`src/rtl/vload_slot_seq_if.sv`:
```
// Bundles the allocation, response and register-write signals of the
// vector-load slot sequencer. The master side issues loads and returns beats;
// the slave side is the sequencer itself.
interface vload_slot_seq_if #(
  parameter int ADDR_WIDTH = 5,
  parameter int NUM_SLOTS  = 4,
  parameter int BEAT_WIDTH = 4
);
  localparam int SLOT_W = $clog2(NUM_SLOTS);

  logic                  flush;
  logic                  alloc_valid;
  logic                  alloc_ready;
  logic [ADDR_WIDTH-1:0] alloc_vd;
  logic [1:0]            alloc_lmul;
  logic [BEAT_WIDTH-1:0] alloc_beats;
  logic [SLOT_W-1:0]     alloc_slot;
  logic                  rsp_valid;
  logic [SLOT_W-1:0]     rsp_slot;
  logic                  wr_valid;
  logic [ADDR_WIDTH-1:0] wr_addr;
  logic [SLOT_W-1:0]     wr_slot;
  logic                  wr_last;
  logic                  rsp_err;
  logic [NUM_SLOTS-1:0]  busy;

  modport master (
    output flush, alloc_valid, alloc_vd, alloc_lmul, alloc_beats, rsp_valid, rsp_slot,
    input  alloc_ready, alloc_slot, wr_valid, wr_addr, wr_slot, wr_last, rsp_err, busy
  );

  modport slave (
    input  flush, alloc_valid, alloc_vd, alloc_lmul, alloc_beats, rsp_valid, rsp_slot,
    output alloc_ready, alloc_slot, wr_valid, wr_addr, wr_slot, wr_last, rsp_err, busy
  );
endinterface

```
`src/rtl/vload_slot_seq.sv`:
```
// Vector-load slot sequencer. Each slot tracks one outstanding load to a
// register group: every returned beat becomes a registered register-file write,
// stepping through beats per register and then through the registers of the
// group, wrapping the register address at 2^ADDR_WIDTH.
module vload_slot_seq #(
  parameter int ADDR_WIDTH = 5,
  parameter int NUM_SLOTS  = 4,
  parameter int BEAT_WIDTH = 4
) (
  input logic             clk,
  input logic             rst,
  vload_slot_seq_if.slave bus
);
  localparam int SLOT_W = $clog2(NUM_SLOTS);

  logic [NUM_SLOTS-1:0]  busy_q, busy_d;
  logic [ADDR_WIDTH-1:0] cur_addr_q  [NUM_SLOTS];
  logic [ADDR_WIDTH-1:0] cur_addr_d  [NUM_SLOTS];
  logic [3:0]            regs_left_q [NUM_SLOTS];
  logic [3:0]            regs_left_d [NUM_SLOTS];
  logic [BEAT_WIDTH-1:0] beat_cnt_q  [NUM_SLOTS];
  logic [BEAT_WIDTH-1:0] beat_cnt_d  [NUM_SLOTS];
  logic [BEAT_WIDTH-1:0] beats_q     [NUM_SLOTS];
  logic [BEAT_WIDTH-1:0] beats_d     [NUM_SLOTS];

  logic                  wr_valid_q, wr_valid_d;
  logic [ADDR_WIDTH-1:0] wr_addr_q, wr_addr_d;
  logic [SLOT_W-1:0]     wr_slot_q, wr_slot_d;
  logic                  wr_last_q, wr_last_d;
  logic                  rsp_err_q, rsp_err_d;

  logic                  any_free;
  logic [SLOT_W-1:0]     free_slot;
  logic                  alloc_fire;
  logic [SLOT_W-1:0]     rs;
  logic [3:0]            regs_init;

  assign rs         = bus.rsp_slot;
  assign regs_init  = (4'd1 << bus.alloc_lmul) - 4'd1;
  assign alloc_fire = bus.alloc_valid & any_free & ~bus.flush;

  assign bus.alloc_ready = any_free & ~bus.flush;
  assign bus.alloc_slot  = free_slot;
  assign bus.busy        = busy_q;
  assign bus.wr_valid    = wr_valid_q;
  assign bus.wr_addr     = wr_addr_q;
  assign bus.wr_slot     = wr_slot_q;
  assign bus.wr_last     = wr_last_q;
  assign bus.rsp_err     = rsp_err_q;

  // Lowest-index free slot; scanning downward lets the lowest index win.
  always_comb begin
    any_free  = 1'b0;
    free_slot = '0;
    for (int i = NUM_SLOTS - 1; i >= 0; i--) begin
      if (!busy_q[i]) begin
        any_free  = 1'b1;
        free_slot = SLOT_W'(i);
      end
    end
  end

  // Slot bookkeeping and write generation. A response only touches the slot it
  // names and an allocation only a slot that is free this cycle, so both can
  // land on the same edge without interfering.
  always_comb begin
    busy_d      = busy_q;
    cur_addr_d  = cur_addr_q;
    regs_left_d = regs_left_q;
    beat_cnt_d  = beat_cnt_q;
    beats_d     = beats_q;
    wr_valid_d  = 1'b0;
    wr_last_d   = 1'b0;
    rsp_err_d   = 1'b0;
    wr_addr_d   = wr_addr_q;
    wr_slot_d   = wr_slot_q;

    if (bus.flush) begin
      busy_d = '0;
    end else begin
      if (bus.rsp_valid) begin
        if (busy_q[rs]) begin
          wr_valid_d = 1'b1;
          wr_addr_d  = cur_addr_q[rs];
          wr_slot_d  = rs;
          if (beat_cnt_q[rs] != beats_q[rs]) begin
            beat_cnt_d[rs] = beat_cnt_q[rs] + BEAT_WIDTH'(1);
          end else if (regs_left_q[rs] != 4'd0) begin
            beat_cnt_d[rs]  = '0;
            regs_left_d[rs] = regs_left_q[rs] - 4'd1;
            cur_addr_d[rs]  = cur_addr_q[rs] + ADDR_WIDTH'(1);
          end else begin
            wr_last_d  = 1'b1;
            busy_d[rs] = 1'b0;
          end
        end else begin
          rsp_err_d = 1'b1;
        end
      end
      if (alloc_fire) begin
        busy_d[free_slot]      = 1'b1;
        cur_addr_d[free_slot]  = bus.alloc_vd;
        regs_left_d[free_slot] = regs_init;
        beat_cnt_d[free_slot]  = '0;
        beats_d[free_slot]     = bus.alloc_beats;
      end
    end
  end

  // State register; reset abandons every in-flight load at once.
  always_ff @(posedge clk or negedge rst) begin
    if (!rst) begin
      busy_q     <= '0;
      wr_valid_q <= 1'b0;
      wr_addr_q  <= '0;
      wr_slot_q  <= '0;
      wr_last_q  <= 1'b0;
      rsp_err_q  <= 1'b0;
      for (int i = 0; i < NUM_SLOTS; i++) begin
        cur_addr_q[i]  <= '0;
        regs_left_q[i] <= '0;
        beat_cnt_q[i]  <= '0;
        beats_q[i]     <= '0;
      end
    end else begin
      busy_q      <= busy_d;
      cur_addr_q  <= cur_addr_d;
      regs_left_q <= regs_left_d;
      beat_cnt_q  <= beat_cnt_d;
      beats_q     <= beats_d;
      wr_valid_q  <= wr_valid_d;
      wr_addr_q   <= wr_addr_d;
      wr_slot_q   <= wr_slot_d;
      wr_last_q   <= wr_last_d;
      rsp_err_q   <= rsp_err_d;
    end
  end
endmodule
```
`src/flat_wrapper.sv`:
```
// flat-port wrapper written by rule: the top's interface ports become plain ports
module vload_slot_seq_flat 
#(
  parameter int ADDR_WIDTH = 5,
  parameter int NUM_SLOTS  = 4,
  parameter int BEAT_WIDTH = 4
)
  (clk, rst, bus_flush, bus_alloc_valid, bus_alloc_vd, bus_alloc_lmul, bus_alloc_beats, bus_rsp_valid, bus_rsp_slot, bus_alloc_ready, bus_alloc_slot, bus_wr_valid, bus_wr_addr, bus_wr_slot, bus_wr_last, bus_rsp_err, bus_busy);
  vload_slot_seq_if #(.ADDR_WIDTH(ADDR_WIDTH), .NUM_SLOTS(NUM_SLOTS), .BEAT_WIDTH(BEAT_WIDTH)) bus_i ();
  input logic clk;
  input logic rst;
  input wire logic [$bits(bus_i.flush)-1:0] bus_flush;
  input wire logic [$bits(bus_i.alloc_valid)-1:0] bus_alloc_valid;
  input wire logic [$bits(bus_i.alloc_vd)-1:0] bus_alloc_vd;
  input wire logic [$bits(bus_i.alloc_lmul)-1:0] bus_alloc_lmul;
  input wire logic [$bits(bus_i.alloc_beats)-1:0] bus_alloc_beats;
  input wire logic [$bits(bus_i.rsp_valid)-1:0] bus_rsp_valid;
  input wire logic [$bits(bus_i.rsp_slot)-1:0] bus_rsp_slot;
  output wire logic [$bits(bus_i.alloc_ready)-1:0] bus_alloc_ready;
  output wire logic [$bits(bus_i.alloc_slot)-1:0] bus_alloc_slot;
  output wire logic [$bits(bus_i.wr_valid)-1:0] bus_wr_valid;
  output wire logic [$bits(bus_i.wr_addr)-1:0] bus_wr_addr;
  output wire logic [$bits(bus_i.wr_slot)-1:0] bus_wr_slot;
  output wire logic [$bits(bus_i.wr_last)-1:0] bus_wr_last;
  output wire logic [$bits(bus_i.rsp_err)-1:0] bus_rsp_err;
  output wire logic [$bits(bus_i.busy)-1:0] bus_busy;
  assign bus_i.flush = bus_flush;
  assign bus_i.alloc_valid = bus_alloc_valid;
  assign bus_i.alloc_vd = bus_alloc_vd;
  assign bus_i.alloc_lmul = bus_alloc_lmul;
  assign bus_i.alloc_beats = bus_alloc_beats;
  assign bus_i.rsp_valid = bus_rsp_valid;
  assign bus_i.rsp_slot = bus_rsp_slot;
  assign bus_alloc_ready = bus_i.alloc_ready;
  assign bus_alloc_slot = bus_i.alloc_slot;
  assign bus_wr_valid = bus_i.wr_valid;
  assign bus_wr_addr = bus_i.wr_addr;
  assign bus_wr_slot = bus_i.wr_slot;
  assign bus_wr_last = bus_i.wr_last;
  assign bus_rsp_err = bus_i.rsp_err;
  assign bus_busy = bus_i.busy;
  vload_slot_seq #(.ADDR_WIDTH(ADDR_WIDTH), .NUM_SLOTS(NUM_SLOTS), .BEAT_WIDTH(BEAT_WIDTH)) u_core (.clk(clk), .rst(rst), .bus(bus_i));
endmodule
```
`config.mk`:
```
export PLATFORM = sky130hd
export DESIGN_NAME = vload_slot_seq_flat
export DESIGN_NICKNAME = d
export VERILOG_FILES = /design/src/rtl/vload_slot_seq_if.sv /design/src/rtl/vload_slot_seq.sv /design/src/flat_wrapper.sv
export SDC_FILE = /design/constraint.sdc
export NUM_CORES = 1
export LEC_CHECK = 0
export BUFFER_PORTS_ARGS = -buffer_cell sky130_fd_sc_hd__buf_2
export CAP_MARGIN = 40
export CORE_ASPECT_RATIO = 0.8
export CORE_UTILIZATION = 55
export CTS_CLUSTER_DIAMETER = 50
export DETAILED_ROUTE_END_ITERATION = 8
export PLACE_DENSITY = 0.74
export SETUP_SLACK_MARGIN = 0.3
export SLEW_MARGIN = 20
export SYNTH_ARGS = -nofsm -noshare
export SYNTH_HDL_FRONTEND = slang
export SYNTH_SLANG_ARGS = --single-unit
```
`constraint.sdc`:
```
create_clock -name clk -period 7.86 [get_ports clk]
set_input_delay 1.572 -clock clk [delete_from_list [all_inputs] [get_ports clk]]
set_output_delay 1.572 -clock clk [all_outputs]
set_load 0.05 [all_outputs]
```
Word-level counts from Yosys, hierarchy flattened --
Cells that the tools add are included.
Storage, ports and cells: flip-flop bits (word level) 82, output and inout port bits 17
Operators by class: $add $sub $neg 4, equality and inequality tests 1, $lt $le $gt $ge 8, muxes and demuxes 76, reduce and logical (&&, ||, !) cells 7, bitwise logic cells 13, shift operators 1
Operators by type and width (count):
- $mux 16 | 12
- $mux 20 | 6
- $bwmux 16 | 4
- $mux 4 | 15
- $bwmux 20 | 2
- $and 16x16->16 | 2
- $not 16->16 | 2
- $bmux 4 s2 | 3
- $demux 5 s2 | 2
- $mux 5 | 4
- $mux 1 | 18
- $demux 4 s2 | 2
- $bmux 5 s2 | 1
- $mux 2 | 4
- $sub 4x1->4 const B | 2
- $ge 3x3->1 const B | 2
- $lt 2x3->1 const B | 2
- $lt 3x1->1 const B | 2
- $not 2->3 | 2
- $add 5x1->5 const B | 1
- $add 4x1->4 const B | 1
- $and 4x4->4 | 1
- $demux 1 s2 | 2
- $ge 2x1->1 const B | 2
- other kinds (11) | 16

Depth between registers and ports, before layout --
depth in word-level cells 14, mapped depth 11, gate-level depth less buffers 8

Least setup slack after synthesis --
No wires, ideal clock.
kind input to output, start input bus_flush, end output bus_alloc_ready, slack 3.237 ns, required time 6.288 ns, arrival time 3.051 ns, path buffers 3, cell stages on the path 4, cell sequence clkbuf_1 clkbuf_1 clkbuf_1 a41oi_1
Between the ends: cells in the longest elaborated chain, start to end 2
RTL lines:
- start: declaration | RTL line flat_wrapper.sv:12 | input wire logic [$bits(bus_i.flush)-1:0] bus_flush;
- $not 1->1 (no line)
- $and 1x1->1 | RTL line vload_slot_seq.sv:42 | assign bus.alloc_ready = any_free & ~bus.flush;
- end: declaration | RTL line flat_wrapper.sv:19 | output wire logic [$bits(bus_i.alloc_ready)-1:0] bus_alloc_ready;
Every way passes these cells.

Final worst setup path --
start input bus_rsp_slot[0], end register u_core.regs_left_q[9] in the netlist's numbering
Between the ends: cells in the longest elaborated chain, start to end 13
RTL lines:
- start: declaration | RTL line flat_wrapper.sv:18 | input wire logic [$bits(bus_i.rsp_slot)-1:0] bus_rsp_slot;
- $not 2->3 (not written as such) | RTL line vload_slot_seq.sv:86, vload_slot_seq.sv:88, vload_slot_seq.sv:90
- $bmux 4 s2, or another cell as far along | RTL line vload_slot_seq.sv:88, vload_slot_seq.sv:90
- $mux 4 (not written as such) / $logic_and 1x1->1 (equally long branches) | RTL line vload_slot_seq.sv:88, vload_slot_seq.sv:90
- $mux 4, on equally long branches | RTL line vload_slot_seq.sv:88, vload_slot_seq.sv:90
- $sub 4x1->4 / $demux 4 s2 (equally long branches) | RTL line vload_slot_seq.sv:90 | regs_left_d[rs] = regs_left_q[rs] - 4'd1;
- $bwmux 16 | RTL line vload_slot_seq.sv:90
- $mux 16 | RTL line vload_slot_seq.sv:88 | end else if (regs_left_q[rs] != 4'd0) begin
- $mux 16 | RTL line vload_slot_seq.sv:86 | if (beat_cnt_q[rs] != beats_q[rs]) begin
- $mux 16 (*) | RTL line vload_slot_seq.sv:82 | if (busy_q[rs]) begin
- $mux 16 (*) | RTL line vload_slot_seq.sv:81 | if (bus.rsp_valid) begin
- $mux 16 (*) | RTL line vload_slot_seq.sv:78 | if (bus.flush) begin
- $bwmux 16 | RTL line vload_slot_seq.sv:103 | regs_left_d[free_slot] = regs_init;
- $mux 16 (*) | RTL line vload_slot_seq.sv:100 | if (alloc_fire) begin
- end signal: assignment | RTL line vload_slot_seq.sv:128 | regs_left_q <= regs_left_d;
- end: declaration | RTL line vload_slot_seq.sv:19 | logic [3:0] regs_left_q [NUM_SLOTS];
Every way passes the cells marked *; elsewhere a longest branch is shown, timed or not. The select of a mux whose other input is x is not followed. A chain may end at the register's enable or synchronous reset.

==> results.cfg <==
[clock_network]
cts_tree = built
cts_resized = 0
cts_max_level = 3
clk_path_buf_depth = 2
cts_setup_buffers = 0
clock_sinks = 82
clkLatencyLatePin_ps = 360
clk_pin_slew_ps = 90
cts_buffers = 9
cts_root_buf = clkbuf_8
postCtsHoldBufs = 0

[yosys]
yosys.area_share.simple_pct = 20.09
synthFlopType = dfrtp_1
syn_inst = 464
synth_fa_ha_area_share_pct = 0.8269
synth_area_per_cell_sq_um = 9.783
synth_edf_count = 0
synth_fp_nets = 485
synth.area.mux_share_pct = 9.592
synthXorXnorAreaFrac_pct = 2.122
ys_seq_area_share_pct = 45.20
synthesis.area_sq_um = 4539
yosysWarnings = 0
async_flop_share_pct = 100.0
synth_top_family_by_area = simple AND/OR/NAND/NOR gates
synth-compound-area-share_pct = 17.14
synth.distinct_cells = 58
ys_seq_elements = 82

[timing]
fin_worst_skew_ps = 11.71
hold_viol = 0
finalMaxSlewViolations = 0
setup_viol = 0
worstMarginPinSlew_ps = 857.9
setup-tns-final_ps = 0
rsz0062_at_grt = false
fmax_mhz = 218.3
fin_crit_sh_pct = 58.28
slew_headroom_pct = 42.81
fin_crit_ps = 4581

[pwr]
powerDensity_nw_per_um2 = 231.2
p_leak_nw = 2.275
finalPower_mw = 1.163
irDropWorstVdd_v = 0.0001287

[worst_setup_path]
ff2ff_setup_slack_ps = 4770
rr_endpoint = u_core.regs_left_q[9]
critPathArrivalTime_ps = 4770
critical_path_peak_fanout = 27
worstPathRequired_ps = 8050
path_class = input port to flop
worst_setup_path_start_kind = input port
r2r_start = u_core.beat_cnt_q[8]
rr_worst_depth = 5
critPathCaptureType = flop

[final_layout]
layout-drive-gt1-share_pct = 18.70
finalCoreUtilization_pct = 63.31
area_growth_pct = 10.83
fin_cells = 600
nFillCells = 639
antenna_cells = 0
final_nets = 508

[worst_hold_path]
whs_endpoint = u_core.beats_q[12]
hold_depth = 2
min-delay-start = u_core.beats_q[12]
hold_path_class = flop to flop

[floorplan]
design.die.area_sq_um = 8623
dieHeight_microns = 83.26
initial_core_util_pct = 57.12
coreArea_sq_um = 7946
rows = 29
die_w_microns = 103.6
io_pins = 35

[grt]
grt_pass1_wl_microns = 20390
grt_use_total_pct = 30.68
grt_pass1_vias = 3694
grt_max_degree = 47
antenna_found_initial = 0
grt.overflow.total = 0

[routing]
via_per_inst = 6.575
dr.pass1.iters = 5
dr.first_iter.drc_count = 483
route.vias.total = 3945
drc = 0
avgRoutedWirePerCell_microns = 20.60
ant_nets = 0
wl_microns = 12360

[placement]
place_inst = 584
gp_congestion = 0.8546
io_buffers = 34
dp_hpwl_microns = 8015

[status]
outcome = finished clean

[flow_run]
cap_violations = 0
-- worst max path at each step --
| stage | startpoint | endpoint | slack, ps |
|---|---|---|---|
| floorplan | bus_flush | bus_alloc_ready | 3240 |
| global placement | bus_rsp_slot[0] | u_core.regs_left_q[13] | 2950 |
| detailed placement | bus_rsp_slot[0] | u_core.cur_addr_q[16] | 2910 |
| CTS | bus_rsp_slot[0] | u_core.cur_addr_q[10] | 3290 |
| global route | bus_rsp_slot[0] | u_core.cur_addr_q[10] | 3060 |
| finish | bus_rsp_slot[0] | u_core.regs_left_q[9] | 3280 |
-- cell usage after synthesis (all sizes together) (3+ instances only) --
cell type | count | area share, %
or2 | 4 | 0.55
nand2b | 3 | 0.41
or4 | 6 | 0.99
a221oi | 12 | 2.3
o21ai | 17 | 2.0
buf | 8 | 1.2
nor4 | 6 | 1.8
nor3 | 8 | 0.99
clkbuf | 22 | 1.8
a31oi | 5 | 0.69
nand3 | 13 | 1.4
nor2 | 39 | 3.2
mux4 | 18 | 8.9
nand2 | 95 | 7.9
xnor2 | 4 | 0.77
a311oi | 5 | 0.96
a21oi | 8 | 0.88
mux2i | 3 | 0.66
a211oi | 8 | 1.3
o221ai | 5 | 0.96
xor2 | 7 | 1.4
nor2b | 5 | 0.69
o22ai | 5 | 0.69
a221o | 3 | 0.66
ha | 3 | 0.83
a22oi | 4 | 0.66
dfrtp | 82 | 45
inv | 23 | 1.9
o211ai | 5 | 0.83
o41ai | 5 | 0.96
a32o | 3 | 0.66
-- cell usage in the layout, fill, tap and decap left out, types with 3 or more instances in the layout --
cell type  synthesis  final
a32o_1             3      3
o22ai_1            5      5
or2_2              4      4
mux2i_1            3      3
clkbuf_8           0     11
a221o_1            3      3
nor2b_1            5      5
o211ai_1           5      5
a221oi_1          12     12
nor3_1             7      7
a311oi_1           5      5
buf_2              5     34
buf_4              1      7
nand3_1           13     13
a211oi_1           8      8
inv_1             23     23
nand2_1           95     95
ha_1               3      3
nor2_1            39     39
o21ai_0           16     16
o221ai_1           5      5
dfrtp_1           82     82
xor2_1             7      7
a22oi_1            4      4
mux4_2            18     18
o41ai_1            5      4
xnor2_1            4      4
a21oi_1            8      8
or4_1              6      6
a31oi_1            5      5
nand2b_1           3      3
-- power breakdown --
group | internal, mW | switching, mW
combinational | 0.0999 | 0.192
clock | 0.198 | 0.159
sequential | 0.479 | 0.0358
total | 0.776 | 0.387
-- layout make-up --
type	count	area (sq um)	share of cell area [%]
timing repair buffer	42	250.2	4.974
clock buffer	11	151.4	3.009
multi-input combinational	328	2267	45.06
sequential	82	2052	40.79
tap	108	135.1	2.686
clock inverter	5	85.08	1.691
inverter	24	90.09	1.791
-- worst max-delay path: stages --
cell and delay, ps:
buf_2 590, mux4_2 640, xor2_1 220, or4_1 920
nor4_4 630, a221oi_1 190
-- through the flow --
step	hold slack, ps	instance area [sq um]	worst slack (ps)
floorplan	437.5	4539	3237
global placement	453.3	4762	2948
detailed placement	459.2	4795	2912
CTS	479.9	5031	3287
global route	503.2	5031	3058
finish	478.8	5031	3279
-- flip-flops by register name, indices dropped and copies added (netlist names), 2 cells and up --
name and cells:
u_core.cur_addr_q 20, u_core.beats_q 16, u_core.bus.busy 4, u_core.bus.wr_addr 5, u_core.beat_cnt_q 16, u_core.bus.wr_slot 2
u_core.regs_left_q 16
-- cells by family after synthesis --
kind of cell | after synthesis
flops | 82
xor+xnor | 11
mux | 21
simple gates | 192
buf+inv | 54
compound gates | 101
fa+ha+maj | 3
-- layer usage --
metal | up-vias | share of wire (%) | GRT usage (%)
li1 | 1741 | - | -
met1 | 1918 | 44 | 45.76
met2 | 261 | 44 | 44.97
met3 | 25 | 10 | 6.672
met4 | 0 | 1.7 | 9.223
met5 | - | 0 | 0
No activity file was read; power rests on OpenSTA's default activity.
